### src/rtl/event_simulation_pkg.sv
// Shared definitions for the event simulation core: function-select encodings
// and the Boolean evaluator used to form the registered result.
package event_simulation_pkg;

    localparam logic [2:0] OP_AND  = 3'd0;
    localparam logic [2:0] OP_OR   = 3'd1;
    localparam logic [2:0] OP_XOR  = 3'd2;
    localparam logic [2:0] OP_NAND = 3'd3;
    localparam logic [2:0] OP_NOR  = 3'd4;
    localparam logic [2:0] OP_XNOR = 3'd5;
    localparam int         OP_MAX  = 5;

    function automatic logic op_eval(input logic [2:0] op, input logic a, input logic b);
        logic r;
        case (op)
            OP_AND:  r = a & b;
            OP_OR:   r = a | b;
            OP_XOR:  r = a ^ b;
            OP_NAND: r = ~(a & b);
            OP_NOR:  r = ~(a | b);
            OP_XNOR: r = ~(a ^ b);
            default: r = 1'b0;
        endcase
        return r;
    endfunction

endpackage

### src/rtl/event_simulation_sync.sv
// N-flop input synchronizer with synchronous active-high reset; a depth of
// zero degenerates to a plain wire.
module event_simulation_sync
    import event_simulation_pkg::*;
#(
    parameter int DEPTH = 0
) (
    input  logic clk,
    input  logic rst,
    input  logic d,
    output logic q
);

    generate
        if (DEPTH == 0) begin : g_pass
            assign q = d;
        end else begin : g_flops
            logic [DEPTH-1:0] stage_r;

            // Shift chain: stage 0 captures the raw input, the last stage feeds q.
            always_ff @(posedge clk) begin
                if (rst) begin
                    stage_r <= '0;
                end else begin
                    stage_r[0] <= d;
                    for (int i = 1; i < DEPTH; i++) begin
                        stage_r[i] <= stage_r[i-1];
                    end
                end
            end

            assign q = stage_r[DEPTH-1];
        end
    endgenerate

endmodule

### src/rtl/event_simulation_core.sv
// Registered two-input event combiner: clocked Boolean result of the sampled
// pair plus change-event pulse, saturating event count and result edge pulses.
module event_simulation_core
    import event_simulation_pkg::*;
#(
    parameter int OP          = 0,
    parameter int SYNC_STAGES = 0,
    parameter int CNT_W       = 8
) (
    input  logic             clk,
    input  logic             rst,
    input  logic             a,
    input  logic             b,
    output logic             c,
    output logic             evt,
    output logic [CNT_W-1:0] evt_cnt,
    output logic             c_rise,
    output logic             c_fall
);

    generate
        if (OP < 0 || OP > OP_MAX) begin : g_bad_op
            $error("event_simulation_core: OP out of range 0..5");
        end
        if (SYNC_STAGES < 0 || SYNC_STAGES > 3) begin : g_bad_sync
            $error("event_simulation_core: SYNC_STAGES out of range 0..3");
        end
        if (CNT_W < 2 || CNT_W > 32) begin : g_bad_cnt
            $error("event_simulation_core: CNT_W out of range 2..32");
        end
    endgenerate

    localparam logic [2:0] OP_SEL = OP[2:0];

    logic       a_s;
    logic       b_s;
    logic [1:0] pair_s;
    logic       op_s;
    logic       cnt_full_s;
    logic [1:0] prev_r;

    event_simulation_sync #(.DEPTH(SYNC_STAGES)) u_sync_a (
        .clk (clk),
        .rst (rst),
        .d   (a),
        .q   (a_s)
    );

    event_simulation_sync #(.DEPTH(SYNC_STAGES)) u_sync_b (
        .clk (clk),
        .rst (rst),
        .d   (b),
        .q   (b_s)
    );

    // Next-state terms derived from the current synchronized sample.
    always_comb begin
        pair_s     = {a_s, b_s};
        op_s       = op_eval(OP_SEL, a_s, b_s);
        cnt_full_s = (evt_cnt == {CNT_W{1'b1}});
    end

    // Result, history compare, edge pulses and the saturating event counter.
    always_ff @(posedge clk) begin
        if (rst) begin
            prev_r  <= 2'b00;
            c       <= 1'b0;
            evt     <= 1'b0;
            c_rise  <= 1'b0;
            c_fall  <= 1'b0;
            evt_cnt <= '0;
        end else begin
            prev_r <= pair_s;
            c      <= op_s;
            evt    <= (pair_s != prev_r);
            c_rise <= ~c & op_s;
            c_fall <= c & ~op_s;
            // The count trails evt by one edge and sticks at all-ones.
            if (evt && !cnt_full_s) begin
                evt_cnt <= evt_cnt + {{(CNT_W-1){1'b0}}, 1'b1};
            end else begin
                evt_cnt <= evt_cnt;
            end
        end
    end

endmodule

### config.mk
export PLATFORM = sky130hd
export DESIGN_NAME = event_simulation_core
export DESIGN_NICKNAME = d
export VERILOG_FILES = /design/src/rtl/event_simulation_pkg.sv /design/src/rtl/event_simulation_sync.sv /design/src/rtl/event_simulation_core.sv
export SDC_FILE = /design/constraint.sdc
export NUM_CORES = 1
export LEC_CHECK = 0
export CAP_MARGIN = 20
export CELL_PAD_IN_SITES_DETAIL_PLACEMENT = 1
export CELL_PAD_IN_SITES_GLOBAL_PLACEMENT = 1
export CORE_MARGIN = 1.5
export CORE_UTILIZATION = 36
export CTS_CLUSTER_SIZE = 16
export DETAILED_ROUTE_END_ITERATION = 10
export PLACE_DENSITY = 0.81
export SETUP_SLACK_MARGIN = 0.2
export SLEW_MARGIN = 20
export SYNTH_ARGS = -nofsm -noshare
export SYNTH_HDL_FRONTEND = slang
export SYNTH_SLANG_ARGS = --single-unit
export TNS_END_PERCENT = 50
### constraint.sdc
create_clock -name clk -period 2.4 [get_ports clk]
set_input_delay 0.48 -clock clk [delete_from_list [all_inputs] [get_ports clk]]
set_output_delay 0.48 -clock clk [all_outputs]
set_load 0.02 [all_outputs]
## Word level (Yosys, flattened, before mapping)

Index checks and enable logic that the tools add are counted.
Widths: inputs -> output; s select.

- Register bits after elaboration: 14
- Input port bits: 4
- Output and inout bits: 12
- Word-level logic and storage cells: 16

- Add/sub/neg operators: 1
- Equal/unequal tests: 2
- Bitwise logic cells: 5
- Reduce and logical (&&, ||, !) cells: 2

Operators with widths:

| operator | count |
|---|---|
| $add 8x1->8 const B | 1 |
| $eq 8x8->1 const B | 1 |
| $and 1x1->1 | 3 |
| $ne 2x2->1 | 1 |
| $not 1->1 | 2 |
| $logic_and 1x1->1 | 1 |
| $logic_not 1->1 | 1 |

## Longest topological paths before layout

- Depth in word-level cells: 3
- Mapped depth: 4

## Modules after synthesis

A second synthesis with hierarchy kept.

- Cells, all modules: 61
- Area, all modules: 608.1 um^2

By module, submodules not included:

| module | times used | cells each | area each (um^2) | seq. area each (um^2) |
|---|---|---|---|---|
| event_simulation_core | 1 | 59 | 593.1 | 280.3 |
| event_simulation_sync | 2 | 1 | 7.5 | 0.0 |

## Worst setup path before layout

Ideal clock, no wire load.

- Path kind: flip-flop to flip-flop
- From: register evt_cnt[0]
- To: register evt_cnt[0]
- Setup time: 0.121 ns
- Data arrival time: 1.354 ns
- Slack: 0.924 ns
- Stages on the path, launching flop included: 5
- Cell sequence: dfxtp_1 ha_1 and4_4 a21boi_2 mux2_4

- Longest elaborated chain between the ends: 3
- Elaborated cells on any way between the ends: 4
- Those cells by class: 1 x add/sub; 1 x eq/ne; 2 x reduce/logical

Ends and longest elaborated chain:

| element | RTL line | text |
|---|---|---|
| from (decl) | event_simulation_core.sv:16 | `output logic [CNT_W-1:0] evt_cnt,` |
| from (signal assigned) | event_simulation_core.sv:80 | `evt_cnt <= evt_cnt + {{(CNT_W-1){1'b0}}, 1'b1};` |
| from (signal assigned) | event_simulation_core.sv:82 | `evt_cnt <= evt_cnt;` |
| parallel branches: the longest is 3 deep, another holds $add 8x1->8 | -- |  |

Parallel ways; which one is timed is not known.
A chain may end at the register's enable or synchronous reset.

## Worst setup path after layout

- From: register evt_cnt[3]
- To: output evt_cnt[3]

No word-level cell between the ends.

==> results.yml <==
status:
  run_status: "finished clean"
sta:
  fin_skew_ns: 0.00692
  final_period_minus_worst_setup_slack_ns: 1.90
  measured_slew_at_the_worst_slew_check_pin_ns: 0.490
  setup_ws_ns: 0.499
  max_freq_mhz: 526
  timing.final.max_slew_violations: 0
  final_hold_viol_count: 0
  final_min_period_over_clock_period_pct: 79.2
  slew_headroom_pct: 67.2
  setup-violations-final: 0
  rsz0062_at_grt: "false"
  timing.setup.tns_ns: 0
critical_path:
  critical_path.max_fanout: 9
  reg2reg_setup_slack_ns: 0.89
  crit_path_start: "evt_cnt[3]$_SDFFE_PP0P_"
  critical_path_cell_count: 1
  critical_path_class: "reg2out"
  worstPathCellList: "clkdlybuf4s50_1"
  ff2ff_path_depth: 4
  r2r-start: "evt_cnt[0]$_SDFFE_PP0P_"
  critPathRequiredTime_ns: 1.92
  worst_ep_arrival_time_ns: 1.42
  crit_path_top_delay_cell: "clkdlybuf4s50_1"
  reg2reg_end: "evt_cnt[0]$_SDFFE_PP0P_"
  crit_path_start_kind: "flop"
  critical_path.endpoint_type: "primary output"
  path_buf_inv: 1
  timing.critical_path.max_delay_family: "buffers and inverters"
  critPathCapture: "evt_cnt[3]"
  critical-path-max-stage-delay_ns: 0.66
routing:
  routed_vias: 523
  routed_wirelength_microns: 1280
  detail_route.first_pass.iterations: 4
  drt-initial-drc-count: 4
  post_route_ant_nets: 0
  detail_route.drc_violations: 0
  drt-wirelength-per-cell_microns: 13.9
  via_per_inst: 5.68
power_and_ir_drop:
  static-leakage-power_nw: 0.278
  power_density_nw_per_um2: 592
  totalPowerFinal_mw: 0.468
  worst_ir_drop_vdd_mv: 0.341
die:
  die_w_microns: 43.6
  design.portCount: 16
  core_area_sq_um: 1520
  rows: 14
  start_util_pct: 38.9
  design.die.area_sq_um: 1900
  floorplan.die.height_microns: 43.6
synth:
  synth-warning-count: 0
  synthesis.area_sq_um: 593
  synth_nets: 64
  syn_inst: 59
  synth.yosys.seq_area_share_pct: 47.3
  ys_ff_latch: 14
  post_synth_num_cell_types: 27
  post_synthesis_average_cell_area_sq_um: 10.1
grt:
  antenna_found_initial: 0
  global_route_wire_length_before_repair_microns: 2150
  grtUsageTotal_pct: 14.8
  grt_overflow: 0
  first_global_vias: 498
  grt_max_degree: 15
clocking:
  cts_hold_buffers: 0
  cts_tree: "done"
  clkSinkCount: 14
  worst_skew_pair.late_latency_ns: 0.27
  postCtsResizedCells: 0
  clock-root-buffer: "clkbuf_4"
  post_cts.repair.setup_buffers: 0
  h_tree_depth_reported_by_cts: 1
  cts-buffers-inserted: 3
  cts_buffer_depth: 2
  clk_pin_slew_ns: 0.09
finish:
  final_net_count: 82
  n_antenna_cell: 0
  drive_gt1_share_pct: 11.8
  postLayoutCoreUtil_pct: 51.9
  area_added_between_synthesis_and_finish_pct: 33.3
  post_layout_instance_area_sq_um: 791
placement:
  placement.cell_area_sq_um: 754
  pre_cts_ws_ns: 0.649
  routabilityCongestion: 0.642
  dpl.hpwl_microns: 864
  numPortBuffers: 15
worst_hold_path:
  hp-class: "reg2reg"
  hold_depth: 2
flow_run:
  drv_cap: 0
## registers in the layout (all words and copies together) (netlist names)
signal,cells
evt,1
c,1
c_fall,1
evt_cnt,8
c_rise,1
prev_r,2
## synthesized netlist by cell type
cell type	n	area share, %
a211oi_1	4	5.1
a21boi_1	1	1.3
a21boi_2	1	1.9
a21oi_1	6	5.1
a311oi_2	1	2.5
a31oi_1	2	2.1
and2_1	1	1.1
and3_1	2	2.1
and3_4	1	1.9
and4_1	1	1.5
and4_4	1	1.9
buf_1	1	0.63
buf_2	1	0.84
dfxtp_1	14	47
ha_1	1	2.1
inv_1	1	0.63
mux2_4	1	2.5
mux2i_1	1	1.7
nand2_1	1	0.63
nand2b_1	2	2.1
nand3_1	1	0.84
nand4_1	2	2.1
nor2_1	2	1.3
nor2b_1	3	3.2
nor3_1	4	3.4
nor4b_1	1	1.5
xnor2_1	2	3.0
## kinds of logic (layout without fill, tap and decap cells)
group	after synthesis	after routing	synth area share (%)
flops	14	14	47.3
xor+xnor	2	2	2.95
simple gates	22	22	23.4
fa+ha+maj	1	1	2.11
compound gates	15	15	17.9
mux	2	2	4.22
buf+inv	3	20	2.11
## layer usage
metal	vias up	routed length (microns)	GRT usage, %
li1	254	-	-
met1	255	593	18.1
met2	14	638	25.9
met3	0	46	3.75
met4	0	0	3.64
met5	-	0	0
## worst min path at each step
stage / from / to
final: c$_SDFF_PP0_ / c_fall$_SDFF_PP0_
after detailed placement: c$_SDFF_PP0_ / c_fall$_SDFF_PP0_
after floorplan: prev_r[1]$_SDFF_PP0_ / evt$_SDFF_PP0_
after CTS: c$_SDFF_PP0_ / c_fall$_SDFF_PP0_
after global placement: c$_SDFF_PP0_ / c_fall$_SDFF_PP0_
after global routing: c$_SDFF_PP0_ / c_fall$_SDFF_PP0_
## layout make-up
type                    instances  area, sq um
clock buffers                   4         36.3
flip-flops and latches         14          280
inverters                       1         3.75
well taps                      16         20.0
multi-input cells              42          300
repair buffers                 15          150
fillers                       178          733
## per-stage QoR
stage	instances	hold WS [ns]
finish	92	0.453
global route	92	0.480
CTS	92	0.458
detailed placement	88	0.444
global placement	88	0.449
floorplan	59	0.489
## power by group
part / switching, mW / internal (mW) / total (mW)
logic: 0.0241 / 0.0289 / 0.0530
registers: 0.00952 / 0.241 / 0.251
clock network: 0.0728 / 0.0921 / 0.165
total: 0.106 / 0.362 / 0.468
## layout by cell type (no fill, tap or decap), drive strengths merged
master,netlist,layout
a21boi,2,2
mux2,1,1
nand4,2,2
a211oi,4,4
a311oi,1,1
and3,3,3
and2,1,1
ha,1,1
nor2,2,2
clkbuf,0,4
nand2,1,1
nor2b,3,3
and4,2,2
nand2b,2,2
nand3,1,1
clkdlybuf4s50,0,15
nor4b,1,1
mux2i,1,1
a31oi,2,2
nor3,4,4
a21oi,6,6
dfxtp,14,14
xnor2,2,2
inv,1,1
Note: power is estimated with default switching activity, not from simulation.
